[src/rtl/vblank_scheduler.sv]
// rtl/vblank_scheduler.sv - round-robin vblank update-access scheduler for game-logic requesters
// Optional per-grant timeout compiled in with `define VBLANK_SCHED_TIMEOUT_EN.
module vblank_scheduler #(
    parameter int N_REQ     = 4,
    parameter int V_VISIBLE = 480,
    parameter int TIMEOUT   = 1023
) (
    input  logic             clk,
    input  logic             reset,
    input  logic [9:0]       y,
    input  logic [N_REQ-1:0] req,
    input  logic [N_REQ-1:0] done,
    output logic [N_REQ-1:0] gnt,
    output logic             busy,
    output logic [15:0]      frame_count,
    output logic             overrun,
    output logic             timeout_err
);

    localparam int         IW = (N_REQ > 1) ? $clog2(N_REQ) : 1;
    localparam logic [9:0] VV = 10'(V_VISIBLE);

    typedef enum logic [1:0] {IDLE, ARB, GRANT} state_t;

    state_t           state, state_n;
    logic [9:0]       y_q;
    logic             vblank_start, vblank_end;
    logic [N_REQ-1:0] served, served_n, gnt_n, elig;
    logic [IW-1:0]    rr_ptr, rr_n, hit_idx;
    logic             hit;
    logic [15:0]      frame_n;
    logic             overrun_n;

    assign vblank_start = (y == VV) && (y_q != VV);
    assign vblank_end   = (y < VV) && (y_q >= VV);
    assign busy         = (state != IDLE);
    assign elig         = req & ~served;

`ifdef VBLANK_SCHED_TIMEOUT_EN
    localparam int CW = $clog2(TIMEOUT + 1);

    logic [CW-1:0] wait_cnt, wait_cnt_n, wait_inc;
    logic          timeout_hit, timeout_n;

    // Saturating count of cycles spent in the current grant
    assign wait_inc    = (wait_cnt == CW'(TIMEOUT)) ? wait_cnt : wait_cnt + 1'b1;
    assign timeout_hit = (wait_inc == CW'(TIMEOUT));
`else
    // Grants are held until done or vblank end; TIMEOUT is inert in this build
    assign timeout_err = (TIMEOUT < 0);
`endif

    // Round-robin search starting just after the last granted index
    always_comb begin
        int j;
        hit     = 1'b0;
        hit_idx = '0;
        j       = 0;
        for (int k = 1; k <= N_REQ; k++) begin
            j = (int'(rr_ptr) + k) % N_REQ;
            if (!hit && elig[IW'(j)]) begin
                hit     = 1'b1;
                hit_idx = IW'(j);
            end
        end
    end

    always_comb begin
        state_n   = state;
        gnt_n     = gnt;
        served_n  = served;
        rr_n      = rr_ptr;
        frame_n   = frame_count;
        overrun_n = 1'b0;
`ifdef VBLANK_SCHED_TIMEOUT_EN
        wait_cnt_n = wait_cnt;
        timeout_n  = 1'b0;
`endif
        case (state)
            IDLE: begin
                if (vblank_start) begin
                    served_n = '0;
                    frame_n  = frame_count + 16'd1;
                    state_n  = ARB;
                end
            end
            ARB: begin
                if (hit) begin
                    gnt_n          = '0;
                    gnt_n[hit_idx] = 1'b1;
                    rr_n           = hit_idx;
                    state_n        = GRANT;
`ifdef VBLANK_SCHED_TIMEOUT_EN
                    wait_cnt_n     = '0;
`endif
                end else begin
                    state_n = IDLE;
                end
            end
            GRANT: begin
`ifdef VBLANK_SCHED_TIMEOUT_EN
                wait_cnt_n = wait_inc;
`endif
                // done wins over timeout, timeout wins over vblank end
                if (|(done & gnt)) begin
                    served_n = served | gnt;
                    gnt_n    = '0;
                    state_n  = vblank_end ? IDLE : ARB;
                end
`ifdef VBLANK_SCHED_TIMEOUT_EN
                else if (timeout_hit) begin
                    served_n  = served | gnt;
                    gnt_n     = '0;
                    timeout_n = 1'b1;
                    state_n   = ARB;
                end
`endif
                else if (vblank_end) begin
                    gnt_n     = '0;
                    overrun_n = 1'b1;
                    state_n   = IDLE;
                end
            end
            default: begin
                gnt_n   = '0;
                state_n = IDLE;
            end
        endcase
    end

    always_ff @(posedge clk) begin
        if (reset) begin
            state       <= IDLE;
            gnt         <= '0;
            served      <= '0;
            rr_ptr      <= IW'(N_REQ - 1);
            frame_count <= 16'd0;
            overrun     <= 1'b0;
            y_q         <= 10'd0;
`ifdef VBLANK_SCHED_TIMEOUT_EN
            wait_cnt    <= '0;
            timeout_err <= 1'b0;
`endif
        end else begin
            state       <= state_n;
            gnt         <= gnt_n;
            served      <= served_n;
            rr_ptr      <= rr_n;
            frame_count <= frame_n;
            overrun     <= overrun_n;
            y_q         <= y;
`ifdef VBLANK_SCHED_TIMEOUT_EN
            wait_cnt    <= wait_cnt_n;
            timeout_err <= timeout_n;
`endif
        end
    end

endmodule

[config.mk]
export PLATFORM = sky130hd
export DESIGN_NAME = vblank_scheduler
export DESIGN_NICKNAME = d
export VERILOG_FILES = /design/src/rtl/vblank_scheduler.sv
export SDC_FILE = /design/constraint.sdc
export NUM_CORES = 1
export LEC_CHECK = 0
export CAP_MARGIN = 5
export CELL_PAD_IN_SITES_DETAIL_PLACEMENT = 0
export CELL_PAD_IN_SITES_GLOBAL_PLACEMENT = 2
export CORE_ASPECT_RATIO = 1.5
export CORE_MARGIN = 2
export CORE_UTILIZATION = 31
export DETAILED_ROUTE_END_ITERATION = 8
export GPL_ROUTABILITY_DRIVEN = 1
export HOLD_SLACK_MARGIN = 0.05
export PLACE_DENSITY_LB_ADDON = 0.1
export SYNTH_ARGS = -nofsm -noshare
export SYNTH_HDL_FRONTEND = slang
export SYNTH_SLANG_ARGS = --single-unit
[constraint.sdc]
create_clock -name clk -period 3.2 [get_ports clk]
set_input_delay 0.64 -clock clk [delete_from_list [all_inputs] [get_ports clk]]
set_output_delay 0.64 -clock clk [all_outputs]
set_load 0.01 [all_outputs]
After elaboration in Yosys (flattened, before gate mapping)
Cells that the tools add are included.

cells by class
  eq/ne operators = 8
  reduce and logical (&&, ||, !) cells = 19
  mux-type cells = 36
  bitwise gates (word level) = 6
  add/subtract/negate cells = 5
  order comparisons = 8

operator list
  kind                     number
  $mux W4                  5
  $add A16 B1 Y16 const B  1
  $lt A2 B4 Y1 const B     4
  $mux W2                  8
  $mux W1                  15
  $pmux W4 S3              1
  $eq A10 B9 Y1 const B    1
  $ge A10 B9 Y1 const B    1
  $lt A10 B9 Y1 const B    1
  $ne A10 B9 Y1 const B    1
  $and A4 B4 Y4            2
  $bmux W1 S2              4
  $pmux W4 S2              1
  $logic_and A1 B1 Y1      6
  $ne A2 B2 Y1 const B     3
  $pmux W2 S3              1
  $reduce_and A2 Y1        3
  $reduce_and A3 Y1        2
  $reduce_or A6 Y1         1
  $add A2 B1 Y2 const B    2
  $add A2 B2 Y2 const B    2
  $not A4 Y4               1
  $or A4 B4 Y4             1
  $reduce_bool A2 Y1       2
  other kinds (10)         13

storage, ports and cells
  register bits after elaboration = 39
  input bits = 20
  output and inout port bits = 23
  logic and storage cells = 89

Logic depth before layout (Yosys ltp)
  word-level depth = 21
  depth in mapped cells = 6
  depth with buffers taken out = 5

Worst setup path after synthesis
OpenSTA, ideal clock, no wires.

  kind = input-to-reg
  start point = input y[1]
  end point = register frame_count[15]
  data required time = 3.130 ns
  data arrival time = 2.259 ns
  setup time = 0.070 ns
  path buffers = 0
  stages = 5
  path slack = 0.871 ns
  path through = or4_4 > nor4_4 > nand4_1 > or4_1 > a21oi_1

on the way
  word-level cells in the longest chain between the ends = 3

ends and longest elaborated chain
  what                                RTL line  text
  start: declaration                  10        input logic [9:0] y,
  $eq A10 B9 Y1                       34        assign vblank_start = (y == VV) && (y_q != VV);
  $logic_and A1 B1 Y1                 34
  $reduce_and A2 Y1 (no source line)  -
  end signal: assignment              149       frame_count <= frame_n;
  end: declaration                    15        output logic [15:0] frame_count,

No other way between the ends.
A chain may end at the register's enable or synchronous reset.

Final worst setup path
  start point = input y[1]
  end point = register frame_count[14]

Same word-level chain as after synthesis.

==> run summary <==
NetSw: 204.6 µW
postcts setup bufs: 0
Area Overhead vs Synth: 33.17%
Logic pwr share: 6.6%
Critical Path RT: 3.42 ns
async set-reset flop share out of synthesis: 0%
setup tns final: 0 ns
Die H: 96.72 µm
CTS clk-pin slew, worst paths: 0.08 ns
relative slew slack: 51.58%
HPWL after DPL: 3478 µm
Row Count: 33
Antenna Nets Post-Route: 0
via density per instance: 5.352
initial antenna violation count: 0
Port Buf Inserts: 41
largest net degree at the start of global routing: 25
routed wire length: 4549 µm
mean area per synthesized cell: 8.667 µm²
Worst Hold Depth: 2
GPL Wtd Cong: 0.7545
Seq pwr share: 50.2%
worst hold endpoint: frame_count[15]
clock sink count: 39
clock root cell: clkbuf_8
CTS Buf Count: 5
post-synthesis cell count: 205
die area: 6366 µm²
GRT Total Usage: 15.23%
Core Box Area: 5492 µm²
Reg2Reg Depth: 5
reg-to-reg endpoint: frame_count[10]
CTS tree: built
DRC viols: 0
status: finished clean
IO Pins: 43
Pleak: 0.0007941 µW
global-route wire length before repair: 7569 µm
Seq cells post-synth: 39
final setup violation count: 0
final max-slew violation count: 0
post-CTS resize count: 0
Worst EP arrival: 2.96 ns
multi-input logic area: 928.4 µm²
Longest Clk Path Bufs: 2
Max VDD drop: 0.2694 mV
area of all sequential standard cells: 780.7 µm²
most frequent cells in the layout: 41 x clkdlybuf4s50_1, 39 x dfxtp_1, 19 x a21oi_1, 17 x nand2_1, 14 x nor2b_1
commonest non-fill, non-tap cell in the layout: clkdlybuf4s50_1
worst hold path class: register to register
Antenna Cells: 0
crit path time final: 2.738 ns
internal power: 777.9 µW
Yosys warnings: 0
RSZ-0062 raised after global routing: no
Crit. End Element: register
Crit Reg-Reg Startpoint: frame_count[4]
CTS Hold Bufs: 0
Setup Skew: 0.008483 ns
Post-Syn Area: 1777 µm²
maxcap violations: 0
CP Class: input pin to register
worst-path maximum fanout: 24
Worst-Margin Slew: 0.7215 ns
final-report hold violation count: 0
NumNets Final: 268
Synthesized Nets: 226
Tcrit/Tclk final: 85.56%
r2r setup slk: 1.34 ns
fmax: 365.2 MHz
starting density of the core: 32.35%
vias in the first global route: 1,672
Sw Ratio: 20.82%
post-layout util: 43.09%
Clock power frac: 43.2%
Most used DFF post-synth: dfxtp_1
worst skew pair latency: 0.29 ns
pwr dens: 415.3 nW/µm²
Die Wd: 65.82 µm
sequential fraction of the synthesis area: 43.94%
HP Start: frame_count[15]
DRT iter0 DRCs: 96
CP Launch Type: input pin
GRT overflow: 0
share of cells above drive strength 1: 5.645%
H-Tree Depth: 2
routed vias: 1,702
First-pass DRT Iterations: 4
Yosys cell types: 40
FILL cells: 555
EDFF count, synth: 0
wire per inst: 14.31 µm
[cells by family (layout without fill, tap and decap cells)]
group	count (synthesis)	in the layout	share of synthesized area (%)
AO/OA/AOI/OAI	59	59	21.62
flip-flops	39	39	43.94
adder cells (fa/ha/maj)	1	1	0.7041
buffers and inverters	15	58	3.803
other	1	1	0.2111
XOR/XNOR	1	1	0.4930
AND/OR/NAND/NOR	89	89	29.23
[power groups by stage]
stage / sequential, µW / clock (µW) / combinational (µW)
after global routing: 494 / 456 / 70.3
after global placement: 505 / 0 / 62.3
after detailed placement: 505 / 0 / 64.3
after floorplan: 504 / 0 / 29.6
after CTS: 493 / 436 / 64.5
final: 493 / 425 / 64.4
[synth_stat cells, types with 7 or more instances]
| library cell | n | share of area [%] |
|---|---|---|
| o31ai_1 | 7 | 3.0 |
| nor2b_1 | 14 | 4.9 |
| or4_1 | 8 | 3.4 |
| nor2_1 | 11 | 2.3 |
| nand2_1 | 17 | 3.6 |
| inv_1 | 7 | 1.5 |
| dfxtp_1 | 39 | 44 |
| o21ai_0 | 12 | 3.4 |
| nand3_1 | 8 | 2.3 |
| a21oi_1 | 19 | 5.4 |
| or3_1 | 8 | 2.8 |
[metrics by stage]
step / total power [µW] / cell area (µm²) / hold slack [ns] / setup WS, ns / cells
finish: 982.5 / 2366 / 0.4871 / 0.4619 / 318
global route: 1020 / 2366 / 0.5095 / 0.3355 / 318
CTS: 993.4 / 2366 / 0.4914 / 0.4740 / 318
detailed placement: 569.2 / 2248 / 0.4745 / 0.1712 / 310
global placement: 567.0 / 2248 / 0.4682 / 0.2164 / 310
floorplan: 533.8 / 1777 / 0.4501 / 0.8706 / 205
[critical path, stage by stage]
cell	delay [ns]
clkdlybuf4s50_1	0.42
or4_4	0.56
nor4_4	0.35
nand3_4	0.26
or4_1	0.57
a21oi_1	0.15
[how the worst max path moves through the flow]
stage / startpoint / end
floorplan: y[1] / frame_count[15]
global placement: y[1] / frame_count[14]
detailed placement: y[1] / frame_count[6]
CTS: y[1] / frame_count[14]
global route: y[1] / frame_count[13]
finish: y[1] / frame_count[14]
[layer usage]
metal  track usage [%]  routed length, µm  up-vias
li1                  -                  -      839
met1             15.52               1780      805
met2             27.74               2455       49
met3             4.535                215        9
met4             6.250                 98        0
met5                 0                  0        -
[flip-flops by register name, summed over array words and instances (netlist names)]
register	cells
y_q	10
gnt	4
frame_count	16
rr_ptr	2
served	4
state	2
overrun	1
[area by class of cell]
cell class                      count  share of cell area [%]
Multi-Input combinational cell    151                   39.24
Timing Repair Buffer               43                   17.98
Tap cell                           70                   3.702
Clock buffer                        6                   3.490
Inverter                            7                   1.111
Sequential cell                    39                   33.00
Clock inverter                      2                   1.481
Note: power is estimated with default switching activity, not from simulation.
